## src/rtl/dmem_pkg.sv

```systemverilog
// Shared definitions for the data-memory request controller: FSM encoding,
// default timeout and a saturating increment helper.
package dmem_pkg;

    typedef enum logic [1:0] {
        S_IDLE  = 2'd0,
        S_ISSUE = 2'd1,
        S_WAIT  = 2'd2,
        S_RESP  = 2'd3
    } state_e;

    localparam int TIMEOUT_DEFAULT = 64;

    function automatic logic [15:0] sat_inc(input logic [15:0] v);
        return (v == 16'hFFFF) ? v : v + 16'd1;
    endfunction

endpackage

```

## src/rtl/dmem_timeout.sv

```systemverilog
// WAIT-state watchdog: counts enabled cycles since the last clear and flags
// when TIMEOUT cycles have been spent.
module dmem_timeout
    import dmem_pkg::*;
#(
    parameter int TIMEOUT = TIMEOUT_DEFAULT
) (
    input  logic clk,
    input  logic rst,
    input  logic clear,
    input  logic enable,
    output logic expired
);

    logic [15:0] cnt_q, cnt_d;

    always_comb begin
        cnt_d = cnt_q;
        if (clear) begin
            cnt_d = '0;
        end else if (enable) begin
            cnt_d = cnt_q + 16'd1;
        end
    end

    always_ff @(posedge clk or negedge rst) begin
        if (!rst) begin
            cnt_q <= '0;
        end else begin
            cnt_q <= cnt_d;
        end
    end

    // The count equals k-1 in the k-th WAIT cycle, so this fires in WAIT cycle TIMEOUT.
    assign expired = (cnt_q == 16'(TIMEOUT - 1));

endmodule

```

## src/rtl/dmem_req_ctrl.sv

```systemverilog
// Pipeline-to-mem_system request controller (IDLE/ISSUE/WAIT/RESP).
// Optional access/hit statistics counters enabled by defining DMEM_STATS_EN.
module dmem_req_ctrl
    import dmem_pkg::*;
#(
    parameter int TIMEOUT = TIMEOUT_DEFAULT
) (
    input  logic        clk,
    input  logic        rst,
    input  logic        req_valid,
    output logic        req_ready,
    input  logic        req_wr,
    input  logic [15:0] req_addr,
    input  logic [15:0] req_wdata,
    output logic        rsp_valid,
    output logic [15:0] rsp_rdata,
    output logic        rsp_err,
    output logic        rsp_hit,
    output logic        busy,
    output logic [15:0] mem_addr,
    output logic [15:0] mem_wdata,
    output logic        mem_rd,
    output logic        mem_wr,
    input  logic [15:0] mem_data_out,
    input  logic        mem_done,
    input  logic        mem_stall,
    input  logic        mem_cache_hit,
    input  logic        mem_err
`ifdef DMEM_STATS_EN
    ,
    output logic [15:0] acc_cnt,
    output logic [15:0] hit_cnt
`endif
);

    state_e      state_q, state_d;
    logic        wr_q, wr_d;
    logic [15:0] addr_q, addr_d;
    logic [15:0] wdata_q, wdata_d;
    logic [15:0] rdata_q, rdata_d;
    logic        err_q, err_d;
    logic        hit_q, hit_d;
    logic        to_clear, to_en, to_expired;
    logic        stall_unused;

    assign stall_unused = mem_stall;

    dmem_timeout #(.TIMEOUT(TIMEOUT)) u_timeout (
        .clk     (clk),
        .rst     (rst),
        .clear   (to_clear),
        .enable  (to_en),
        .expired (to_expired)
    );

    // Response registers change only on the transition into RESP, so they hold between responses.
    always_comb begin
        state_d   = state_q;
        wr_d      = wr_q;
        addr_d    = addr_q;
        wdata_d   = wdata_q;
        rdata_d   = rdata_q;
        err_d     = err_q;
        hit_d     = hit_q;
        mem_rd    = 1'b0;
        mem_wr    = 1'b0;
        rsp_valid = 1'b0;
        to_clear  = 1'b0;
        to_en     = 1'b0;
        case (state_q)
            S_IDLE: begin
                if (req_valid) begin
                    wr_d    = req_wr;
                    addr_d  = req_addr;
                    wdata_d = req_wdata;
                    if (req_addr[0]) begin
                        err_d   = 1'b1;
                        hit_d   = 1'b0;
                        state_d = S_RESP;
                    end else begin
                        state_d = S_ISSUE;
                    end
                end
            end
            S_ISSUE: begin
                mem_rd   = ~wr_q;
                mem_wr   = wr_q;
                to_clear = 1'b1;
                state_d  = S_WAIT;
            end
            S_WAIT: begin
                to_en = 1'b1;
                if (mem_done) begin
                    if (!wr_q) begin
                        rdata_d = mem_data_out;
                    end
                    hit_d   = mem_cache_hit;
                    err_d   = mem_err;
                    state_d = S_RESP;
                end else if (to_expired) begin
                    err_d   = 1'b1;
                    hit_d   = 1'b0;
                    state_d = S_RESP;
                end
            end
            S_RESP: begin
                rsp_valid = 1'b1;
                state_d   = S_IDLE;
            end
            default: state_d = S_IDLE;
        endcase
    end

    always_ff @(posedge clk or negedge rst) begin
        if (!rst) begin
            state_q <= S_IDLE;
            wr_q    <= 1'b0;
            addr_q  <= '0;
            wdata_q <= '0;
            rdata_q <= '0;
            err_q   <= 1'b0;
            hit_q   <= 1'b0;
        end else begin
            state_q <= state_d;
            wr_q    <= wr_d;
            addr_q  <= addr_d;
            wdata_q <= wdata_d;
            rdata_q <= rdata_d;
            err_q   <= err_d;
            hit_q   <= hit_d;
        end
    end

    // Gating with rst keeps req_ready low for the whole reset interval.
    assign req_ready = (state_q == S_IDLE) & rst;
    assign busy      = (state_q != S_IDLE);
    assign mem_addr  = addr_q;
    assign mem_wdata = wdata_q;
    assign rsp_rdata = rdata_q;
    assign rsp_err   = err_q;
    assign rsp_hit   = hit_q;

`ifdef DMEM_STATS_EN
    logic        done_resp;
    logic [15:0] acc_q, hitc_q;

    assign done_resp = (state_q == S_WAIT) & mem_done;

    always_ff @(posedge clk or negedge rst) begin
        if (!rst) begin
            acc_q  <= '0;
            hitc_q <= '0;
        end else if (done_resp) begin
            acc_q <= sat_inc(acc_q);
            if (mem_cache_hit) begin
                hitc_q <= sat_inc(hitc_q);
            end
        end
    end

    assign acc_cnt = acc_q;
    assign hit_cnt = hitc_q;
`endif

endmodule

```

## config.mk

```make
export PLATFORM = sky130hd
export DESIGN_NAME = dmem_req_ctrl
export DESIGN_NICKNAME = d
export VERILOG_FILES = /design/src/rtl/dmem_pkg.sv /design/src/rtl/dmem_timeout.sv /design/src/rtl/dmem_req_ctrl.sv
export SDC_FILE = /design/constraint.sdc
export NUM_CORES = 1
export LEC_CHECK = 0
export BUFFER_PORTS_ARGS = -buffer_cell sky130_fd_sc_hd__clkbuf_2
export CORE_UTILIZATION = 30
export CTS_CLUSTER_SIZE = 12
export DETAILED_ROUTE_END_ITERATION = 7
export HOLD_SLACK_MARGIN = 0.03
export PLACE_DENSITY = 0.5
export REMOVE_ABC_BUFFERS = 1
export SYNTH_ARGS = -nofsm -noshare
export SYNTH_HDL_FRONTEND = slang
export SYNTH_SLANG_ARGS = --single-unit
```

## constraint.sdc

```tcl
create_clock -name clk -period 2.6 [get_ports clk]
set_input_delay 0 -clock clk [delete_from_list [all_inputs] [get_ports clk]]
set_output_delay 0 -clock clk [all_outputs]
set_load 0.05 [all_outputs]
```

==> metrics <==
Setup TNS 0 ns; Setup Viol. Count Final 0; Seq/Total Area, Yosys 0.575; DRT iter0 DRCs 85; drt pass-1 iters 4; fraction of registers with async set/reset 1.00; busiest grt layer met2; P per Cell Area 1330 mW/mm²; status finished clean; synth top area cells dfrtp_1 (58%), mux2_2 (18%), ha_1 (2.5%); Worst Setup Start Kind register; final core occ 0.462; CP endpoint kind register; CTS root buffer clkbuf_8; Synth Flop Type dfrtp_1; RR Startpoint state_q[0]; clk_lat worst skew 0.34 ns; Hold Path Class input port to register; Placed Area 0.00372 mm²; Synth top area share 0.575; hold_ws 0.104 ns; final antenna-violating net count 0; f_max 520 MHz; Fin. Hold Viols 0; Synth Cell Area 0.00300 mm²; die height 102 µm; vias per cell 4.48; final cycle utilization of the critical path 0.739; worst-path cell chain inv_1 -> ha_1 -> buf_4 -> and2_1 -> nor2_1 -> a31o_2; number of synthesized flops with an enable pin 0; worst path bufs/invs 2; Critical Path RT 2.83 ns; global-route wire length before repair 10700 µm; Leak 2.17 nW; Setup Skew 0.00494 ns; commonest non-fill, non-tap cell in the layout clkbuf_2; Clk pin slew, worst setup/hold paths 0.07 ns; cell count of the worst reg-to-reg path 6; diodes inserted 0; met2 Use GR 0.228; critical path class register to register; CP max-delay cell ha_1; max_cap viols 0; final WL 6930 µm; Synth Register Bits 69; share of cells above drive strength 1 0.456; synth-to-layout area growth 49.9%; Starting Density 0.308; Max Slew Vio Count 0; CP Depth 6; CTS tree yes; site row count 36; count of input and output buffers 109; Cells after Synth 231; global route overflow 0; flop2flop setup slack 0.68 ns; GR Util All Layers 0.134; chip width 102 µm; Hold Path Depth 4; # IOs 111; family with the most delay on the worst path simple AND/OR/NAND/NOR gates; Worst Path Arrival 2.15 ns; Mean Syn Cell Area 13.0 µm²; total CTS buffers 9; Slew headroom 0.573; commonest non-fill, non-tap cells in the layout clkbuf_2 (108), dfrtp_1 (69), dlygate4sd3_1 (54); die area 0.0104 mm²; largest net degree at the start of global routing 45; H-tree lvl count 3; initial antenna violation count 0; routability congestion estimate from global placement 0.704; final routed DRC violation total 0; worst-path fanout max 10; fin nets 464; Setup crit end u_timeout.cnt_q[13]; DP HPWL 4620 µm; Worst R2R End u_timeout.cnt_q[13]; Synth warnings 0; drt wl/cell 12.9 µm; Yosys top cell by area dfrtp_1; clock sinks 69; Worst-Margin Slew 0.641 ns; vias in the first global route 2265; M1 GR Usage 0.157; Max Root-Sink Buffers 2; Max IR drop VDD 551 µV; core area 0.00973 mm²; cell area after layout 0.00450 mm²; CP peak stage delay 0.43 ns; Distinct cells, synth 38; Critical path origin state_q[0]; met3 Use GR 0.0417; Vias 2413; unrepaired setup endpoints after global routing no; Final min period 1.92 ns
-- worst register-to-register path: stages (launching register included) --
cell     delay (ns)
dfrtp_1        0.40
inv_1          0.10
ha_1           0.43
buf_4          0.20
and2_1         0.37
nor2_1         0.08
a31o_2         0.25
-- flip-flops by register name, indices dropped and copies added (netlist names) --
register         count
mem_addr            16
mem_wdata           16
rsp_rdata           16
u_timeout.cnt_q     16
state_q              2
rsp_err              1
rsp_hit              1
wr_q                 1
-- worst min-delay path by stage --
stage / startpoint / endpoint / slack, ns
4_1_cts: mem_done / rsp_err / 0.09
6_report: mem_done / rsp_err / 0.10
5_1_grt: mem_done / rsp_err / 0.15
2_1_floorplan: rst / mem_addr[0] / -0.30
3_5_place_dp: rst / rsp_rdata[15] / 0.07
3_3_place_gp: rst / rsp_rdata[15] / 0.07
-- final cells by class --
cell class              instances  area (µm²)
clock buffers                   9         124
clock inverters                 6         113
fillers                       909        5230
inverters                       8        30.0
multi-input cells             146        1200
flip-flops and latches         69        1730
well taps                     133         166
repair buffers                168        1140
-- cell usage after synthesis (3+ instances only) --
master,instances
a21oi_1,5
a22o_1,3
a31o_2,3
and2_1,3
and3_1,3
buf_2,4
clkbuf_1,3
dfrtp_1,69
ha_1,6
inv_1,8
mux2_2,47
mux2i_1,3
nand2_1,18
nand3_1,3
nor2_1,12
nor2b_1,3
nor4_1,4
o21ai_0,7
xnor2_1,5
-- logic make-up after synthesis --
family | after synthesis | share of synthesized area
AND/OR/NAND/NOR | 60 | 0.116
buffers and inverters | 16 | 0.0242
multiplexers | 51 | 0.190
flip-flops | 69 | 0.575
adder cells (fa/ha/maj) | 6 | 0.0250
AO/OA/AOI/OAI | 23 | 0.0513
XOR/XNOR | 6 | 0.0175
-- where the power goes --
part | switching (mW) | internal, mW | leakage [nW]
logic | 2.24 | 0.935 | 1.20
registers | 0.246 | 1.53 | 0.847
clock network | 0.398 | 0.633 | 0.119
-- layer usage --
layer	wire length, µm	up-vias
li1	-	1157
met1	2880	1168
met2	3520	76
met3	368	12
met4	169	0
met5	0	-
-- through the flow --
stage,worst slack (ns),power [mW],instances
floorplan,0.668,4.15,223
CTS,0.644,6.04,539
global route,0.533,6.31,539
global placement,0.706,4.88,470
finish,0.678,5.98,539
detailed placement,0.665,4.92,470
-- timing repair --
action | 4_1_cts | 5_1_grt
hold buffers | 54 | 0
endpoints found under the hold margin | 77 | 0
buffers inserted | 0 | 0
resized for setup | 0 | 0
Note: power is estimated with default switching activity, not from simulation.
